## src/rtl/wave_pkg.sv

```systemverilog
// Shared definitions for the wave_meter block: FSM state encoding and
// default widths used by the top level and the hysteresis comparator.
package wave_pkg;

    localparam int DEF_DATA_W = 12;
    localparam int DEF_CNT_W  = 16;

    typedef enum logic [1:0] {
        ST_SEARCH = 2'd0,
        ST_LOW    = 2'd1,
        ST_HIGH   = 2'd2
    } wave_state_t;

endpackage

```

## src/rtl/wave_hyst_cmp.sv

```systemverilog
// Hysteresis comparator: builds the lower/upper switching levels around
// thresh (clamped to the sample range) and classifies the current sample.
module wave_hyst_cmp
    import wave_pkg::*;
#(
    parameter int DATA_W = DEF_DATA_W,
    parameter int HYST   = 16
) (
    input  logic [DATA_W-1:0] sample,
    input  logic [DATA_W-1:0] thresh,
    output logic              is_low,
    output logic              is_high
);

    // One extra bit so both the subtraction underflow and the addition
    // overflow can be detected without wrapping.
    localparam logic [DATA_W:0] HYST_V = (DATA_W+1)'(HYST);

    logic [DATA_W:0]   hi_sum;
    logic [DATA_W-1:0] lo;
    logic [DATA_W-1:0] hi;

    // Saturating band edges and the two compares against the sample.
    always_comb begin
        hi_sum  = {1'b0, thresh} + HYST_V;
        hi      = hi_sum[DATA_W] ? {DATA_W{1'b1}} : hi_sum[DATA_W-1:0];
        lo      = ({1'b0, thresh} >= HYST_V) ? (thresh - HYST_V[DATA_W-1:0]) : '0;
        is_low  = (sample <= lo);
        is_high = (sample >= hi);
    end

endmodule

```

## src/rtl/wave_meter.sv

```systemverilog
// Period and min/max meter for a periodic waveform. A hysteresis FSM
// detects rising crossings of thresh; the samples between consecutive
// rising events form one measured cycle.
// Optional feature: define WAVE_METER_SUM_EN to add the wave_sum output
// (sum of the samples in each measured cycle).
module wave_meter
    import wave_pkg::*;
#(
    parameter int DATA_W = DEF_DATA_W,
    parameter int CNT_W  = DEF_CNT_W,
    parameter int HYST   = 16
) (
    input  logic                    clk,
    input  logic                    rst_n,
    input  logic                    sample_en,
    input  logic [DATA_W-1:0]       wave_in,
    input  logic [DATA_W-1:0]       thresh,
    output logic                    meas_valid,
    output logic [CNT_W-1:0]        period,
    output logic [DATA_W-1:0]       wave_min,
    output logic [DATA_W-1:0]       wave_max,
    output logic                    timeout
`ifdef WAVE_METER_SUM_EN
    ,
    output logic [CNT_W+DATA_W-1:0] wave_sum
`endif
);

    // Count value one below saturation: an accepted sample seen while the
    // count sits here would push it to all-ones, which ends the window.
    localparam logic [CNT_W-1:0] CNT_LAST = {{(CNT_W-1){1'b1}}, 1'b0};

    wave_state_t       state_q;
    wave_state_t       next_state;
    logic              is_low;
    logic              is_high;
    logic              rise;
    logic              sat;
    logic              emit;
    logic              started_q;
    logic [CNT_W-1:0]  count_q;
    logic [DATA_W-1:0] win_min_q;
    logic [DATA_W-1:0] win_max_q;

    wave_hyst_cmp #(
        .DATA_W (DATA_W),
        .HYST   (HYST)
    ) u_cmp (
        .sample  (wave_in),
        .thresh  (thresh),
        .is_low  (is_low),
        .is_high (is_high)
    );

    // FSM state register.
    always_ff @(posedge clk or negedge rst_n) begin
        if (!rst_n) begin
            state_q <= ST_SEARCH;
        end else begin
            state_q <= next_state;
        end
    end

    // Next state, rising-event and saturation decode; saturation overrides
    // a coincident rising event and sends the FSM back to SEARCH.
    always_comb begin
        next_state = state_q;
        rise       = 1'b0;
        sat        = 1'b0;
        if (sample_en) begin
            case (state_q)
                ST_SEARCH: if (is_low) next_state = ST_LOW;
                ST_LOW: begin
                    if (is_high) begin
                        next_state = ST_HIGH;
                        rise       = 1'b1;
                    end
                end
                ST_HIGH:   if (is_low) next_state = ST_LOW;
                default:   next_state = ST_SEARCH;
            endcase
            if (started_q && (count_q == CNT_LAST)) begin
                sat        = 1'b1;
                next_state = ST_SEARCH;
            end
        end
        emit = rise && started_q && !sat;
    end

    // Window counting, min/max tracking and registered measurement outputs.
    always_ff @(posedge clk or negedge rst_n) begin
        if (!rst_n) begin
            started_q  <= 1'b0;
            count_q    <= '0;
            win_min_q  <= '0;
            win_max_q  <= '0;
            meas_valid <= 1'b0;
            timeout    <= 1'b0;
            period     <= '0;
            wave_min   <= '0;
            wave_max   <= '0;
        end else begin
            meas_valid <= 1'b0;
            timeout    <= 1'b0;
            if (sat) begin
                timeout   <= 1'b1;
                started_q <= 1'b0;
                count_q   <= '0;
            end else if (sample_en && rise) begin
                if (emit) begin
                    meas_valid <= 1'b1;
                    period     <= count_q;
                    wave_min   <= win_min_q;
                    wave_max   <= win_max_q;
                end
                started_q <= 1'b1;
                count_q   <= CNT_W'(1);
                win_min_q <= wave_in;
                win_max_q <= wave_in;
            end else if (sample_en && started_q) begin
                count_q <= count_q + CNT_W'(1);
                if (wave_in < win_min_q) win_min_q <= wave_in;
                if (wave_in > win_max_q) win_max_q <= wave_in;
            end
        end
    end

`ifdef WAVE_METER_SUM_EN
    logic [CNT_W+DATA_W-1:0] acc_q;

    // Running sum of the current window, captured alongside period.
    always_ff @(posedge clk or negedge rst_n) begin
        if (!rst_n) begin
            acc_q    <= '0;
            wave_sum <= '0;
        end else if (sat) begin
            acc_q <= '0;
        end else if (sample_en && rise) begin
            if (emit) wave_sum <= acc_q;
            acc_q <= {{CNT_W{1'b0}}, wave_in};
        end else if (sample_en && started_q) begin
            acc_q <= acc_q + {{CNT_W{1'b0}}, wave_in};
        end
    end
`endif

endmodule

```

## config.mk

```make
export PLATFORM = sky130hd
export DESIGN_NAME = wave_meter
export DESIGN_NICKNAME = d
export VERILOG_FILES = /design/src/rtl/wave_pkg.sv /design/src/rtl/wave_hyst_cmp.sv /design/src/rtl/wave_meter.sv
export SDC_FILE = /design/constraint.sdc
export NUM_CORES = 1
export LEC_CHECK = 0
export BUFFER_PORTS_ARGS = -buffer_cell sky130_fd_sc_hd__buf_2
export CORE_MARGIN = 4
export CORE_UTILIZATION = 63
export DETAILED_ROUTE_END_ITERATION = 12
export GPL_TIMING_DRIVEN = 0
export PLACE_DENSITY = 0.89
export SKIP_LAST_GASP = 1
export SLEW_MARGIN = 10
export SYNTH_ARGS = -nofsm -noshare
export SYNTH_HDL_FRONTEND = slang
export SYNTH_SLANG_ARGS = --single-unit
```

## constraint.sdc

```tcl
create_clock -name clk -period 5 [get_ports clk]
set_input_delay 0.25 -clock clk [delete_from_list [all_inputs] [get_ports clk]]
set_output_delay 0.25 -clock clk [all_outputs]
set_load 0.02 [all_outputs]
```

### After elaboration in Yosys (flattened, before gate mapping)

Index checks and enable logic that the tools add are counted.

* register bits after elaboration: 85
* input bits: 27
* output and inout bits: 42

* add/sub/neg operators: 3
* magnitude comparators: 5
* equality and inequality tests: 5
* multiplexer cells: 26
* bitwise logic cells: 1
* reductions and logical operators: 17

Operators by type and width (count)
* $mux 12: 8
* $mux 16: 3
* $add 16x1->16 const B: 1
* $eq 16x16->1 const B: 1
* $add 12x5->13 const B: 1
* $ge 12x12->1: 1
* $ge 12x5->1 const B: 1
* $gt 12x12->1: 1
* $le 12x12->1: 1
* $lt 12x12->1: 1
* $reduce_and 3->1: 4
* $sub 12x5->12 const B: 1
* $mux 1: 11
* $reduce_bool 2->1: 4
* $mux 2: 3
* $logic_and 1x1->1: 5
* $pmux 2 s2: 1
* $ne 3x1->1 const B: 1
* $ne 3x3->1 const B: 1
* $reduce_bool 3->1: 1
* $eq 2x1->1 const B: 1
* $eq 2x2->1 const B: 1
* $logic_not 2->1: 1
* $reduce_or 2->1: 1
* 2 further kinds: 2

### Logic depth before layout (Yosys ltp)

* depth after elaboration: 11
* depth in mapped cells: 15
* mapped depth without buffers: 14

### Modules after synthesis

From an unflattened synthesis, not the netlist that was laid out.

* cell total of the unflattened synthesis: 456
* area total of the unflattened synthesis: 5062.4 µm²

Modules (own cells, without submodules)
* wave_meter: times used 1, cells an instance 334, area an instance 4164.0 µm², seq. area each 2127.0 µm²
* wave_hyst_cmp: times used 1, cells an instance 122, area an instance 898.4 µm², seq. area each 0.0 µm²

### Worst setup path before layout

Ideal clock, no wire load.

* path type: input to register
* start: input thresh[6]
* end: register period[0]
* library setup time: 125 ps
* arrival: 3326 ps
* required time: 4875 ps
* slack: 1549 ps
* cell stages on the path: 15
* path buffers: 4
* cells stage by stage: clkbuf_1 and3_1 and3_1 and3_1 clkbuf_1 or2_2 ha_1 nand2b_1 a2111o_1 a211o_1 nor2b_4 nor2b_1 buf_6 buf_6 mux2_4

* word-level cells in the longest chain between the ends: 9

RTL lines
* start: declaration: RTL line wave_meter.sv:17 `input logic [DATA_W-1:0] thresh,`
* $add 12x5->13 (*): RTL line wave_hyst_cmp.sv:25 `hi_sum = {1'b0, thresh} + HYST_V;`
* $mux 12 (*): RTL line wave_hyst_cmp.sv:26 `hi = hi_sum[DATA_W] ? {DATA_W{1'b1}} : hi_sum[DATA_W-1:0];`
* $ge 12x12->1 (*): RTL line wave_hyst_cmp.sv:29 `is_high = (sample >= hi);`
* $mux 1 (*): RTL line wave_meter.sv:74 `if (is_high) begin`
* $mux 1 (*): RTL line wave_meter.sv:71 `case (state_q)`
* $mux 1 (*): RTL line wave_meter.sv:70 `if (sample_en) begin`
* $logic_and 1x1->1 (2 in a row): RTL line wave_meter.sv:87 `emit = rise && started_q && !sat;`
* $reduce_and 3->1 (no line) (*)
* end signal: assignment: RTL line wave_meter.sv:112 `period <= count_q;`
* end: declaration: RTL line wave_meter.sv:19 `output logic [CNT_W-1:0] period,`

Every way passes the cells marked *; elsewhere a longest branch is shown, timed or not.
A chain may end at the register's enable or synchronous reset.

### Worst setup path after layout

* start: input thresh[6]
* end: register wave_max[10]

* word-level cells in the longest chain between the ends: 9

RTL lines
* $add 12x5->13 (*): RTL line wave_hyst_cmp.sv:25
* $mux 12 (*): RTL line wave_hyst_cmp.sv:26
* $ge 12x12->1 (*): RTL line wave_hyst_cmp.sv:29
* $mux 1 (*): RTL line wave_meter.sv:74
* $mux 1 (*): RTL line wave_meter.sv:71
* $mux 1 (*): RTL line wave_meter.sv:70
* $logic_and 1x1->1 (2 in a row): RTL line wave_meter.sv:87
* $reduce_and 3->1 (no line) (*)
* end signal: assignment: RTL line wave_meter.sv:114 `wave_max <= win_max_q;`
* end: declaration: RTL line wave_meter.sv:21 `output logic [DATA_W-1:0] wave_max,`

Marks and branches as above.

==> impl_metrics.csv <==
group,metric,value,unit
run_status,status,"completed",
timing,min_period,3.48,ns
floorplanning,num_rows,33,
clocking,clkLatencyLatePin,0.36,ns
detailed_routing,viasPerCell,6.23,
clocking,ctsRootBufferMaster,"clkbuf_8",
logic_synthesis,netlist-cell-type-count,48,
logic_synthesis,synth_cells,475,
critical_path,max_stage_delay,0.48,ns
clocking,cts_buffer_depth,2,
timing,finalCritPeriodShare,69.5,%
grt,antenna_found_initial,0,
pwr,ir_drop,0.000202,V
final_layout,nFillCells,534,
logic_synthesis,ys_seq_elements,85,
detailed_routing,routedWlPerCell,18.2,um
grt,grt_first_pass_wirelength,20.4,mm
final_layout,fin_nets,634,
logic_synthesis,syn_avg_cell_area,11.2,um2
detailed_routing,dr_wl_met2,5.95,mm
logic_synthesis,yosysSeqAreaShare,39.9,%
detailed_routing,first_pass_iters,5,
placement,place_ws,1.17,ns
critical_path,end_kind,"flop",
floorplanning,die_area,0.0100,mm2
detailed_routing,postRouteAntennaNets,0,
timing,setup_slack,1.52,ns
critical_path,crit_slowest_cell,"a2111o_1",
run,maxCapViolations,0,
logic_synthesis,synth_nets,554,
grt,grt_max_degree,49,
final_layout,area_delta_synth_final,14.1,%
logic_synthesis,synth_commonest_cells,"85 x dfrtp_1, 58 x mux2_4, 52 x ha_1",
final_layout,n_antenna_cell,0,
clocking,htree_levels,3,
floorplanning,die_h,100,um
logic_synthesis,yosys.area.top_type,"dfrtp_1",
logic_synthesis,synth_edf_count,0,
timing,setup_viol,0,
clocking,numCtsBuffers,9,
timing,hold_violations,0,
detailed_routing,detailroute.wirelength.met3,795,um
floorplanning,initial_core_util,64.9,%
detailed_routing,drt-total-wl,12.1,mm
floorplanning,die_w,100,um
clocking,cts_tree,"built",
timing,fin_setup_tns,0,ns
pwr,leakagePower,3.05,nW
critical_path,cp_cell_sequence,"clkbuf_1 -> and3_1 -> and3_1 -> and3_1 -> clkbuf_1 -> or2_2 -> ha_1 -> nand2b_1 -> a2111o_1 -> a211o_1 -> nor2b_4 -> nor2b_1 -> buf_6 -> buf_6 -> mux2_4",
timing,skew,0.0120,ns
detailed_routing,drc_errors,0,
logic_synthesis,yosysMostFrequentCell,"dfrtp_1",
clocking,cts.repair.resized,0,
timing,clock.fmax,288,MHz
timing,rsz0062_at_grt,"false",
logic_synthesis,async_reset_ff_share,100,%
detailed_routing,drt_iter0_drc,322,
pwr,power_density,496,mW/mm2
clocking,path_clk_slew,0.09,ns
grt,grt_overflow,0,
logic_synthesis,synth_top_area_share,39.9,%
detailed_routing,routed.top_layer,"met4",
critical_path,crit_required,5.24,ns
logic_synthesis,netlist_area,0.00533,mm2
critical_path,crit_path_max_fanout,10,
floorplanning,coreArea,0.00822,mm2
critical_path,arrival,3.72,ns
detailed_routing,wl_met1,4.92,mm
timing,worst_pin_slew,0.509,ns
hold_path,hold_path.class,"in2reg",
logic_synthesis,ys.flop_type,"dfrtp_1",
final_layout,drive_gt1_share,30.2,%
critical_path,crit_top_cell,"and3_1",
placement,dp.final_hpwl,9.26,mm
logic_synthesis,ys.warnings.count,0,
critical_path,critPathKind,"in2reg",
floorplanning,boundaryPins,69,
timing,slew_viol_final,0,
grt,grt_pass1_vias,4235,
logic_synthesis,synth_area_leaders,"dfrtp_1 40%, mux2_4 16%, ha_1 12%, a21oi_1 2.4%, inv_1 2.3%",
timing,max_slew_margin,66.1,%
critical_path,crit_path_start_kind,"input port",
detailed_routing,vias,4140,
placement,port_buffers,67,
clocking,clkSinkCount,85,
grt,grt_usage,25.5,%
placement,place_congestion,0.895,
timing,hold_slack,0.158,ns
cell families after synthesis:
logic type               share of synthesized area [%]
AND/OR/NAND/NOR                                   13.8
buffers and inverters                             4.67
XOR/XNOR                                          2.79
multiplexers                                      18.0
adder cells (fa/ha/maj)                           12.2
AO/OA/AOI/OAI                                     8.68
flip-flops                                        39.9
cell usage in the layout, fill, tap and decap left out, types with 9 or more instances in the layout:
cell,instances
inv_1,32
dfrtp_1,85
o21ai_0,15
nor2_1,25
ha_1,52
buf_6,9
nand3_1,12
buf_2,67
clkbuf_8,9
xor2_1,9
mux2_4,58
nor3_1,14
a21oi_1,26
nand2_1,29
nand4_1,15
timing repair:
action	in CTS	in global routing
hold buffers	1	0
endpoints found under the hold margin	37	0
setup buffers	0	0
setup endpoints to repair	0	0
layout make-up:
class	count	area, um2	share of cell area (%)
clock inverters	7	128	2.10
multi-input cells	342	2960	48.6
repair buffers	69	368	6.05
well taps	105	131	2.16
flip-flops and latches	85	2130	35.0
plain buffers	16	129	2.12
inverters	32	120	1.97
clock buffers	9	124	2.04
report_power, final:
group          internal, mW  total, mW  switching [mW]
combinational         0.649       1.27           0.623
sequential            0.933       1.15           0.215
clock                 0.340      0.599           0.260
total                  1.92       3.02            1.10
registers in the layout, indices dropped and copies added, names as in the netlist:
signal      flops
timeout         1
meas_valid      1
win_max_q      12
wave_min       12
win_min_q      12
state_q         2
period         16
count_q        16
wave_max       12
started_q       1
critical path, delay by kind of cell:
kind,cells,cell delay [ns]
AND/OR/NAND/NOR,7,1.24
buffers and inverters,4,0.93
AO/OA/AOI/OAI,2,0.78
multiplexers,1,0.30
adder cells (fa/ha/maj),1,0.21
per-layer routing:
metal  track usage (%)  vias to the layer above
met3              4.17                       59
li1                  -                     1878
met4              12.6                        0
met5                 0                        -
met1              32.6                     2014
met2              42.3                      189
path summary, 6_finish.rpt:
| path | end | slack [ns] | start | cells after the start |
|---|---|---|---|---|
| hold / removal | win_max_q[0] | 0.16 | wave_in[0] | 2 |
| min in group asynchronous | wave_max[3] | 0.39 | rst_n | 2 |
| hold reg to reg | wave_min[6] | 0.51 | wave_min[6] | 1 |
| max in group asynchronous | wave_max[8] | 3.99 | rst_n | 3 |
| setup reg to reg | win_min_q[8] | 2.49 | count_q[0] | 9 |
| setup / recovery | wave_max[10] | 1.52 | thresh[6] | 15 |
metrics by stage:
step           total power, mW  utilization [%]  cell area [um2]  std cells
2_1_floorplan             2.04                -             5330        475
3_3_place_gp              2.32             70.6             5800        647
3_5_place_dp              2.42             70.8             5820        648
4_1_cts                   3.03             74.0             6080        665
5_1_grt                   3.19             74.0             6080        665
6_report                  3.02             74.0             6080        665
No activity file was read; power rests on OpenSTA's default activity.
